===== src/rtl/petajon_pit_pkg.sv =====
// petajon_pit_pkg
// Shared definitions for the programmable interval timer: register offsets
// inside a channel window, the two global register addresses, the CTRL bit
// positions and a packed view of the CTRL register.
// Optional feature macro: PETAJON_PIT_CAPTURE_EN (adds CAPSEL/CIE bits).
package petajon_pit_pkg;

   // Offsets inside one 16-byte channel window (adr_i[3:0]).
   localparam logic [3:0] COUNT = 4'h0;
   localparam logic [3:0] MAX   = 4'h4;
   localparam logic [3:0] ONT   = 4'h8;
   localparam logic [3:0] CTRL  = 4'hC;

   // Global registers (full 8-bit address).
   localparam logic [7:0] STAT  = 8'h80;
   localparam logic [7:0] FORCE = 8'h84;

   // CTRL bit positions.
   localparam int CTRL_LOAD   = 0;
   localparam int CTRL_EN     = 1;
   localparam int CTRL_AUTO   = 2;
   localparam int CTRL_GE     = 3;
   localparam int CTRL_IE     = 4;
   localparam int CTRL_CAPSEL = 5;
   localparam int CTRL_CIE    = 6;

   // Packed CTRL register, MSB first so that a cast to 32 bits matches
   // the bit positions above.
   typedef struct packed {
      logic cie;
      logic capSel;
      logic ie;
      logic ge;
      logic autoRl;
      logic en;
      logic load;
   } ctrl_t;

endpackage


===== src/rtl/petajon_pit_chan.sv =====
// petajon_pit_chan
// One timer channel: CW-bit down-counter with reload value (MAX), on-time
// compare (ONT), CTRL register and a one-cycle pending-set pulse.
// Ports:
//   clock, reset          clock and synchronous active-high reset
//   ce, gate              count tick enable and external gate
//   wrMax/wrOnt/wrCtrl    register write strobes, data on wrData
//   rdOfs, rdData         register offset to read and zero-extended result
//   setPend               pulses when the channel wants its pending bit set
//   irqEn                 current IE bit
//   wave                  registered waveform output EN & (count < ONT)
// Optional feature macro: PETAJON_PIT_CAPTURE_EN adds a CAP register that
// latches the count on a rising gate edge.
module petajon_pit_chan
   import petajon_pit_pkg::*;
#(
   parameter int CW = 32
) (
   input  logic          clock,
   input  logic          reset,
   input  logic          ce,
   input  logic          gate,
   input  logic          wrMax,
   input  logic          wrOnt,
   input  logic          wrCtrl,
   input  logic [CW-1:0] wrData,
   input  logic [3:0]    rdOfs,
   output logic [31:0]   rdData,
   output logic          setPend,
   output logic          irqEn,
   output logic          wave
);

   localparam logic [CW-1:0] ONE = CW'(1);

   logic [CW-1:0] countQ, countD;
   logic [CW-1:0] maxQ, maxD;
   logic [CW-1:0] ontQ, ontD;
   ctrl_t         ctrlQ, ctrlD;
   logic          waveQ, waveD;
   logic          tick;
   logic          terminal;
   logic [CW-1:0] countRd;

   // Counter and register update. LOAD beats both decrement and the
   // terminal reload, and suppresses the terminal event. The terminal
   // reload reads maxQ, so a MAX write in the same cycle only affects the
   // following period. A one-shot clears EN itself unless software rewrites
   // CTRL in that very cycle, in which case the written value wins.
   always_comb begin
      countD   = countQ;
      maxD     = maxQ;
      ontD     = ontQ;
      ctrlD    = ctrlQ;
      terminal = 1'b0;
      tick     = ctrlQ.en & ce & (~ctrlQ.ge | gate);

      if (wrCtrl && wrData[CTRL_LOAD]) begin
         countD = maxQ;
      end else if (tick) begin
         if (countQ != '0) begin
            countD = countQ - ONE;
         end else begin
            terminal = 1'b1;
            if (ctrlQ.autoRl) begin
               countD = maxQ;
            end else begin
               ctrlD.en = 1'b0;
            end
         end
      end

      if (wrMax) begin
         maxD = wrData;
      end
      if (wrOnt) begin
         ontD = wrData;
      end
      if (wrCtrl) begin
         ctrlD.load   = 1'b0;
         ctrlD.en     = wrData[CTRL_EN];
         ctrlD.autoRl = wrData[CTRL_AUTO];
         ctrlD.ge     = wrData[CTRL_GE];
         ctrlD.ie     = wrData[CTRL_IE];
`ifdef PETAJON_PIT_CAPTURE_EN
         ctrlD.capSel = wrData[CTRL_CAPSEL];
         ctrlD.cie    = wrData[CTRL_CIE];
`endif
      end

      waveD = ctrlQ.en & (countQ < ontQ);
   end

   // Channel state register.
   always_ff @(posedge clock) begin
      if (reset) begin
         countQ <= '0;
         maxQ   <= '0;
         ontQ   <= '0;
         ctrlQ  <= '0;
         waveQ  <= 1'b0;
      end else begin
         countQ <= countD;
         maxQ   <= maxD;
         ontQ   <= ontD;
         ctrlQ  <= ctrlD;
         waveQ  <= waveD;
      end
   end

`ifdef PETAJON_PIT_CAPTURE_EN
   logic          gatePrevQ;
   logic [CW-1:0] capQ, capD;
   logic          gateRise;

   // Rising-edge detect on the gate against last cycle's copy; the edge
   // snapshots the live count into CAP.
   always_comb begin
      gateRise = gate & ~gatePrevQ;
      capD     = gateRise ? countQ : capQ;
   end

   // Capture registers.
   always_ff @(posedge clock) begin
      if (reset) begin
         gatePrevQ <= 1'b0;
         capQ      <= '0;
      end else begin
         gatePrevQ <= gate;
         capQ      <= capD;
      end
   end

   assign setPend = terminal | (gateRise & ctrlQ.cie);
   assign countRd = ctrlQ.capSel ? capQ : countQ;
`else
   assign setPend = terminal;
   assign countRd = countQ;
`endif

   // Register read selection, zero-extended to the bus width. LOAD is never
   // stored, so CTRL bit 0 always reads back 0.
   always_comb begin
      rdData = '0;
      case (rdOfs)
         COUNT:   rdData = 32'(countRd);
         MAX:     rdData = 32'(maxQ);
         ONT:     rdData = 32'(ontQ);
         CTRL:    rdData = 32'(ctrlQ);
         default: rdData = '0;
      endcase
   end

   assign irqEn = ctrlQ.ie;
   assign wave  = waveQ;

endmodule


===== src/rtl/petajon_pit.sv =====
// petajon_pit
// Programmable interval timer with NCH channels on the cs/cyc/stb/ack I/O
// bus. Holds the bus decode, STAT/FORCE pending logic, read mux and the
// registered interrupt outputs; each channel lives in petajon_pit_chan.
// Ports:
//   clk_i, rst_i           clock and synchronous active-high reset
//   cs_i, cyc_i, stb_i     bus select/qualifiers
//   wr_i, adr_i, dat_i     write enable, address, write data
//   ack_o, dat_o, vol_o    acknowledge, registered read data, volatile flag
//   ce_i                   count tick enable
//   gate_i                 per-channel gate
//   out_o                  per-channel waveform
//   irq_o                  per-channel level interrupt request
// Optional feature macro: PETAJON_PIT_CAPTURE_EN (gate-edge capture).
module petajon_pit
   import petajon_pit_pkg::*;
#(
   parameter int NCH = 4,
   parameter int CW  = 32
) (
   input  logic           clk_i,
   input  logic           rst_i,
   input  logic           cs_i,
   input  logic           cyc_i,
   input  logic           stb_i,
   output logic           ack_o,
   input  logic           wr_i,
   input  logic [7:0]     adr_i,
   input  logic [31:0]    dat_i,
   output logic [31:0]    dat_o,
   output logic           vol_o,
   input  logic           ce_i,
   input  logic [NCH-1:0] gate_i,
   output logic [NCH-1:0] out_o,
   output logic [NCH-1:0] irq_o
);

   logic           cs;
   logic           csWr;
   logic           rdyQ, rdyD;
   logic [31:0]    datQ, datD;
   logic [31:0]    rdMux;
   logic [NCH-1:0] pendingQ, pendingD;
   logic [NCH-1:0] irqQ, irqD;
   logic [NCH-1:0] forceSet, statClr;
   logic [NCH-1:0] termSet, ieVec, waveVec;
   logic [NCH-1:0] wrMaxV, wrOntV, wrCtrlV;
   logic [31:0]    chanRd [NCH];

   assign cs    = cs_i & cyc_i & stb_i;
   assign csWr  = cs & wr_i;
   assign vol_o = cs;
   assign ack_o = csWr | rdyQ;
   assign dat_o = datQ;
   assign out_o = waveVec;
   assign irq_o = irqQ;

   // One channel per index; write strobes decode window, channel number
   // and exact aligned offset, so channels >= NCH simply never match.
   for (genvar i = 0; i < NCH; i++) begin : g_chan
      assign wrMaxV[i]  = csWr & ~adr_i[7] & (adr_i[6:4] == 3'(i)) & (adr_i[3:0] == MAX);
      assign wrOntV[i]  = csWr & ~adr_i[7] & (adr_i[6:4] == 3'(i)) & (adr_i[3:0] == ONT);
      assign wrCtrlV[i] = csWr & ~adr_i[7] & (adr_i[6:4] == 3'(i)) & (adr_i[3:0] == CTRL);

      petajon_pit_chan #(
         .CW(CW)
      ) u_chan (
         .clock   (clk_i),
         .reset   (rst_i),
         .ce      (ce_i),
         .gate    (gate_i[i]),
         .wrMax   (wrMaxV[i]),
         .wrOnt   (wrOntV[i]),
         .wrCtrl  (wrCtrlV[i]),
         .wrData  (dat_i[CW-1:0]),
         .rdOfs   (adr_i[3:0]),
         .rdData  (chanRd[i]),
         .setPend (termSet[i]),
         .irqEn   (ieVec[i]),
         .wave    (waveVec[i])
      );
   end

   // Read mux: channel window below 0x80, STAT above; anything else,
   // including unimplemented channels, reads zero.
   always_comb begin
      rdMux = '0;
      if (!adr_i[7]) begin
         for (int n = 0; n < NCH; n++) begin
            if (adr_i[6:4] == 3'(n)) begin
               rdMux = chanRd[n];
            end
         end
      end else if (adr_i == STAT) begin
         rdMux[NCH-1:0] = pendingQ;
      end
   end

   // Pending bits: write-1-to-clear from STAT, set by FORCE or a channel
   // event; setting is applied last so a same-cycle event survives a clear.
   // Reads get one registered ready cycle, which drops after one ack so a
   // held strobe does not see a run of acks.
   always_comb begin
      forceSet = '0;
      statClr  = '0;
      if (csWr && (adr_i == FORCE)) begin
         for (int n = 0; n < NCH; n++) begin
            if (dat_i[2:0] == 3'(n)) begin
               forceSet[n] = 1'b1;
            end
         end
      end
      if (csWr && (adr_i == STAT)) begin
         statClr = dat_i[NCH-1:0];
      end
      pendingD = (pendingQ & ~statClr) | termSet | forceSet;
      irqD     = pendingQ & ieVec;
      rdyD     = cs & ~wr_i & ~rdyQ;
      datD     = (cs && !wr_i) ? rdMux : '0;
   end

   // Bus and interrupt state register.
   always_ff @(posedge clk_i) begin
      if (rst_i) begin
         pendingQ <= '0;
         irqQ     <= '0;
         rdyQ     <= 1'b0;
         datQ     <= '0;
      end else begin
         pendingQ <= pendingD;
         irqQ     <= irqD;
         rdyQ     <= rdyD;
         datQ     <= datD;
      end
   end

endmodule


===== config.mk =====
export PLATFORM = sky130hd
export DESIGN_NAME = petajon_pit
export DESIGN_NICKNAME = d
export VERILOG_FILES = /design/src/rtl/petajon_pit_pkg.sv /design/src/rtl/petajon_pit_chan.sv /design/src/rtl/petajon_pit.sv
export SDC_FILE = /design/constraint.sdc
export NUM_CORES = 1
export LEC_CHECK = 0
export ABC_AREA = 1
export BUFFER_PORTS_ARGS = -buffer_cell sky130_fd_sc_hd__buf_4
export CORE_ASPECT_RATIO = 1.25
export CORE_MARGIN = 10
export CORE_UTILIZATION = 45
export DETAILED_ROUTE_END_ITERATION = 7
export SLEW_MARGIN = 20
export SYNTH_ARGS = -nofsm -noshare
export SYNTH_HDL_FRONTEND = slang
export SYNTH_SLANG_ARGS = --single-unit

===== constraint.sdc =====
create_clock -name clk_i -period 3.1 [get_ports clk_i]
set_input_delay 0.62 -clock clk_i [delete_from_list [all_inputs] [get_ports clk_i]]
set_output_delay 0.62 -clock clk_i [all_outputs]
set_load 0.01 [all_outputs]

==> reports/results.ini <==
[run_status]
outcome=finished, final reports clean

[power_and_ir_drop]
p_total_mw=12.37
ir_drop_v=0.0005117
p_per_area_mw_per_mm2=412.3
p_leak_nw=13.32

[routing]
initialDrtViolationCount=3096
viasPerCell=5.771
wire_per_inst_um=23.75
drc_errors=0
vias=28650
drt_pass1_iterations=6
ant_nets=0
routed_wl_um=117900

[setup_path]
path_class=register to register
path_delay_family=simple AND/OR/NAND/NOR gates
r2r-start=g_chan[1].u_chan.countQ[12]
cp-endpoint=g_chan[1].u_chan.countQ[22]
crit_required_ns=3.62
cp_max_fo=25
cp_num_buf_inv=1
reg2regPathDepth=11
crit_path_end_kind=register
cp_slowest_cell=inv_2
reg2reg_to=g_chan[1].u_chan.countQ[22]
crit_path_max_incr_delay_ns=0.48
crit_path_start_kind=register
critical_path_depth=11
arrival_ns=3.15
crit_chain=nor2_1, nand2_1, nor2_1, nand2_1, nor2_2, nand2_1, nand2_1, nand2_1, inv_2, nand2_1, a21oi_1
crit_top_cell=nand2_1
rrSetupSlack_ns=0.47
startpoint=g_chan[1].u_chan.countQ[12]

[clock_tree]
cts_resized=0
postCtsSetupBuffers=0
root_buffer=clkbuf_16
cts.reportedPaths.clkPinSlew_ns=0.06
cts_hold_buf=0
cts_tree=done
h-tree-depth=2
clk_latency_ns=0.62
numCtsBuffers=50
cts.sinks=445
clockBufferDepth=3

[logic_synthesis]
ys_ff_latch=445
yosys.cell_types.count=43
netlist_instances=4106
syn_nets=4289
synth_top_area_share_pct=33.64
yosysTopAreaCell=dfxtp_1
synth_seq_area_share_pct=33.64
syn_avg_cell_area_um2=6.450
synth_warnings=0
netlist_top_cells_area=dfxtp_1 34%, nand2_1 11%, a21oi_1 8.8%
synthesis.area_mm2=0.02648

[floorplanning]
dieWidth_um=237.0
initial_core_util_pct=45.39
fp.dieH_um=291.2
coreArea_mm2=0.05834
io_pins=93
die-area_mm2=0.06901
std_cell_rows=99

[final_layout]
regArea_mm2=0.008909
diodes=0
layout-drive-gt1-share_pct=8.389
multiInputGateArea_mm2=0.01487
fillers=6130
final_nets=4357
syn2layout_area_growth_pct=13.32
final_util_pct=51.44

[global_route]
grt_pass1_wl_um=172900
use_met2_pct=52.84
grtUsageMet1_pct=40.22
grt_use_total_pct=32.65
overflow=0
grt.busiest_layer=met2
grt_antenna_before_repair=4
gr-usage-met3_pct=5.174
grt_pass1_vias=26640
grt_max_degree=75

[sta]
period_needed_ns=2.633
max_freq_ghz=0.3797
rsz0062_at_grt=false
worstMarginPinSlew_ns=1.014
setup_viol=0
slew_viol_final=0
skew_ns=0.03755
slew_headroom_pct=32.43
finalCritPeriodShare_pct=84.95
tns_ns=0
hold_viol_final=0

[placed_design]
io_buffer_count=92
dpl.hpwl_um=88060
gp_congestion=1.029

[flow_run]
maxCapViolCount=0

[min_path]
min_path_type=input port to register

[placed cells by master (no fill, tap or decap), types with 4 or more instances in the layout]
master,instances
o22ai_1,103
nor2_2,13
o211ai_1,8
buf_12,14
clkinv_2,6
xor2_1,27
o221ai_1,9
o21ai_1,105
o21ai_0,420
clkbuf_1,14
clkbuf_16,51
o21a_1,8
nand3_2,4
a31oi_1,4
a41oi_1,6
clkbuf_8,9
nor2_4,6
nand2_1,790
nor2_1,483
a21oi_1,468
or2_2,4
ha_1,132
buf_4,206
nand3_1,250
nand2_2,6
inv_2,18
inv_1,473
nor3_1,18
nand4_1,72
dfxtp_1,445
[layout make-up]
| cell class | instances | area share, % |
|---|---|---|
| clock buffers | 74 | 4.841 |
| clock inverters | 12 | 0.4795 |
| well taps | 757 | 3.156 |
| multi-input cells | 2963 | 49.55 |
| repair buffers | 220 | 6.087 |
| flip-flops and latches | 445 | 29.69 |
| inverters | 494 | 6.204 |
[metrics by stage]
stage,hold slack (ns),setup slack [ns],area [um2],cells
after floorplan,0.3848,1.019,26480,4106
after global placement,0.3956,0.3194,28410,4879
after detailed placement,0.4078,0.3108,28410,4879
after CTS,0.3849,0.4918,30010,4965
after global routing,0.4032,0.2092,30010,4965
final,0.4036,0.4665,30010,4965
[kinds of logic (layout without fill, tap and decap cells)]
| family | count (synthesis) | in the layout | share of synthesized area [%] |
|---|---|---|---|
| compound gates | 1135 | 1135 | 22.36 |
| buf+inv | 698 | 800 | 10.33 |
| flops | 445 | 445 | 33.64 |
| fa+ha+maj | 132 | 132 | 6.237 |
| simple gates | 1668 | 1668 | 26.50 |
| xor+xnor | 28 | 28 | 0.9261 |
[synthesized netlist by cell type]
| library cell | count |
|---|---|
| nand4_2 | 1 |
| buf_2 | 60 |
| o21ai_0 | 420 |
| o31ai_1 | 1 |
| nand2_2 | 8 |
| inv_2 | 18 |
| a31oi_1 | 4 |
| and3_1 | 3 |
| nand3b_1 | 3 |
| inv_1 | 474 |
| a21o_1 | 1 |
| nand3_2 | 4 |
| nand2_1 | 791 |
| and2_1 | 3 |
| dfxtp_1 | 445 |
| clkinv_1 | 2 |
| o211ai_1 | 8 |
| nand4_4 | 3 |
| nand4_1 | 72 |
| xor2_1 | 27 |
| nor4_1 | 3 |
| clkbuf_1 | 118 |
| o21bai_1 | 1 |
| nand3_1 | 250 |
| buf_4 | 11 |
| nor2_4 | 5 |
| o21a_1 | 8 |
| o311ai_0 | 1 |
| a41oi_1 | 6 |
| a21oi_1 | 468 |
| buf_1 | 15 |
| nor2_2 | 13 |
| nor3_4 | 1 |
| o22ai_1 | 103 |
| nor3_2 | 1 |
| o21ai_1 | 105 |
| ha_1 | 132 |
| xnor2_1 | 1 |
| and2_0 | 1 |
| nor2_1 | 484 |
| o221ai_1 | 9 |
| nor3_1 | 18 |
| or2_2 | 4 |
[metal layers]
metal	wire length, um	part of all wire, %	vias up
li1	-	-	13760
met1	47060	40	13310
met2	53640	45	1262
met3	9261	7.9	327
met4	7954	6.7	2
met5	13	0.011	-
[how the worst min path moves through the flow]
stage                         from                       end  slack [ns]  cells after the start
after floorplan               rdyQ                      rdyQ        0.38                      1
after global placement        rdyQ                      rdyQ        0.40                      1
after detailed placement      rdyQ                      rdyQ        0.41                      1
after CTS                 dat_i[8]  g_chan[3].u_chan.maxQ[8]        0.38                      3
after global routing      dat_i[8]  g_chan[3].u_chan.maxQ[8]        0.40                      3
final                     dat_i[8]  g_chan[3].u_chan.maxQ[8]        0.40                      3
[report_power, final]
group	switching, mW	internal (mW)
combinational	0.458	0.142
clock	2.59	3.47
sequential	0.000966	5.72
[worst register-to-register path, delay by kind of cell (launching register included)]
family | cells | cell delay, ns
simple gates | 9 | 1.54
buf+inv | 1 | 0.48
flops | 1 | 0.37
compound gates | 1 | 0.17
[registers in the layout, summed over array words and instances, names as in the netlist]
register and cells:
g_chan.u_chan.irqEn 4, g_chan.u_chan.countQ 128, g_chan.u_chan.maxQ 128, g_chan.u_chan.wave 4
g_chan.u_chan.ontQ 128, dat_o 32, pendingQ 4, irq_o 4
rdyQ 1, g_chan.u_chan.ctrlQ 12
Power figures use the tool's default switching activity.
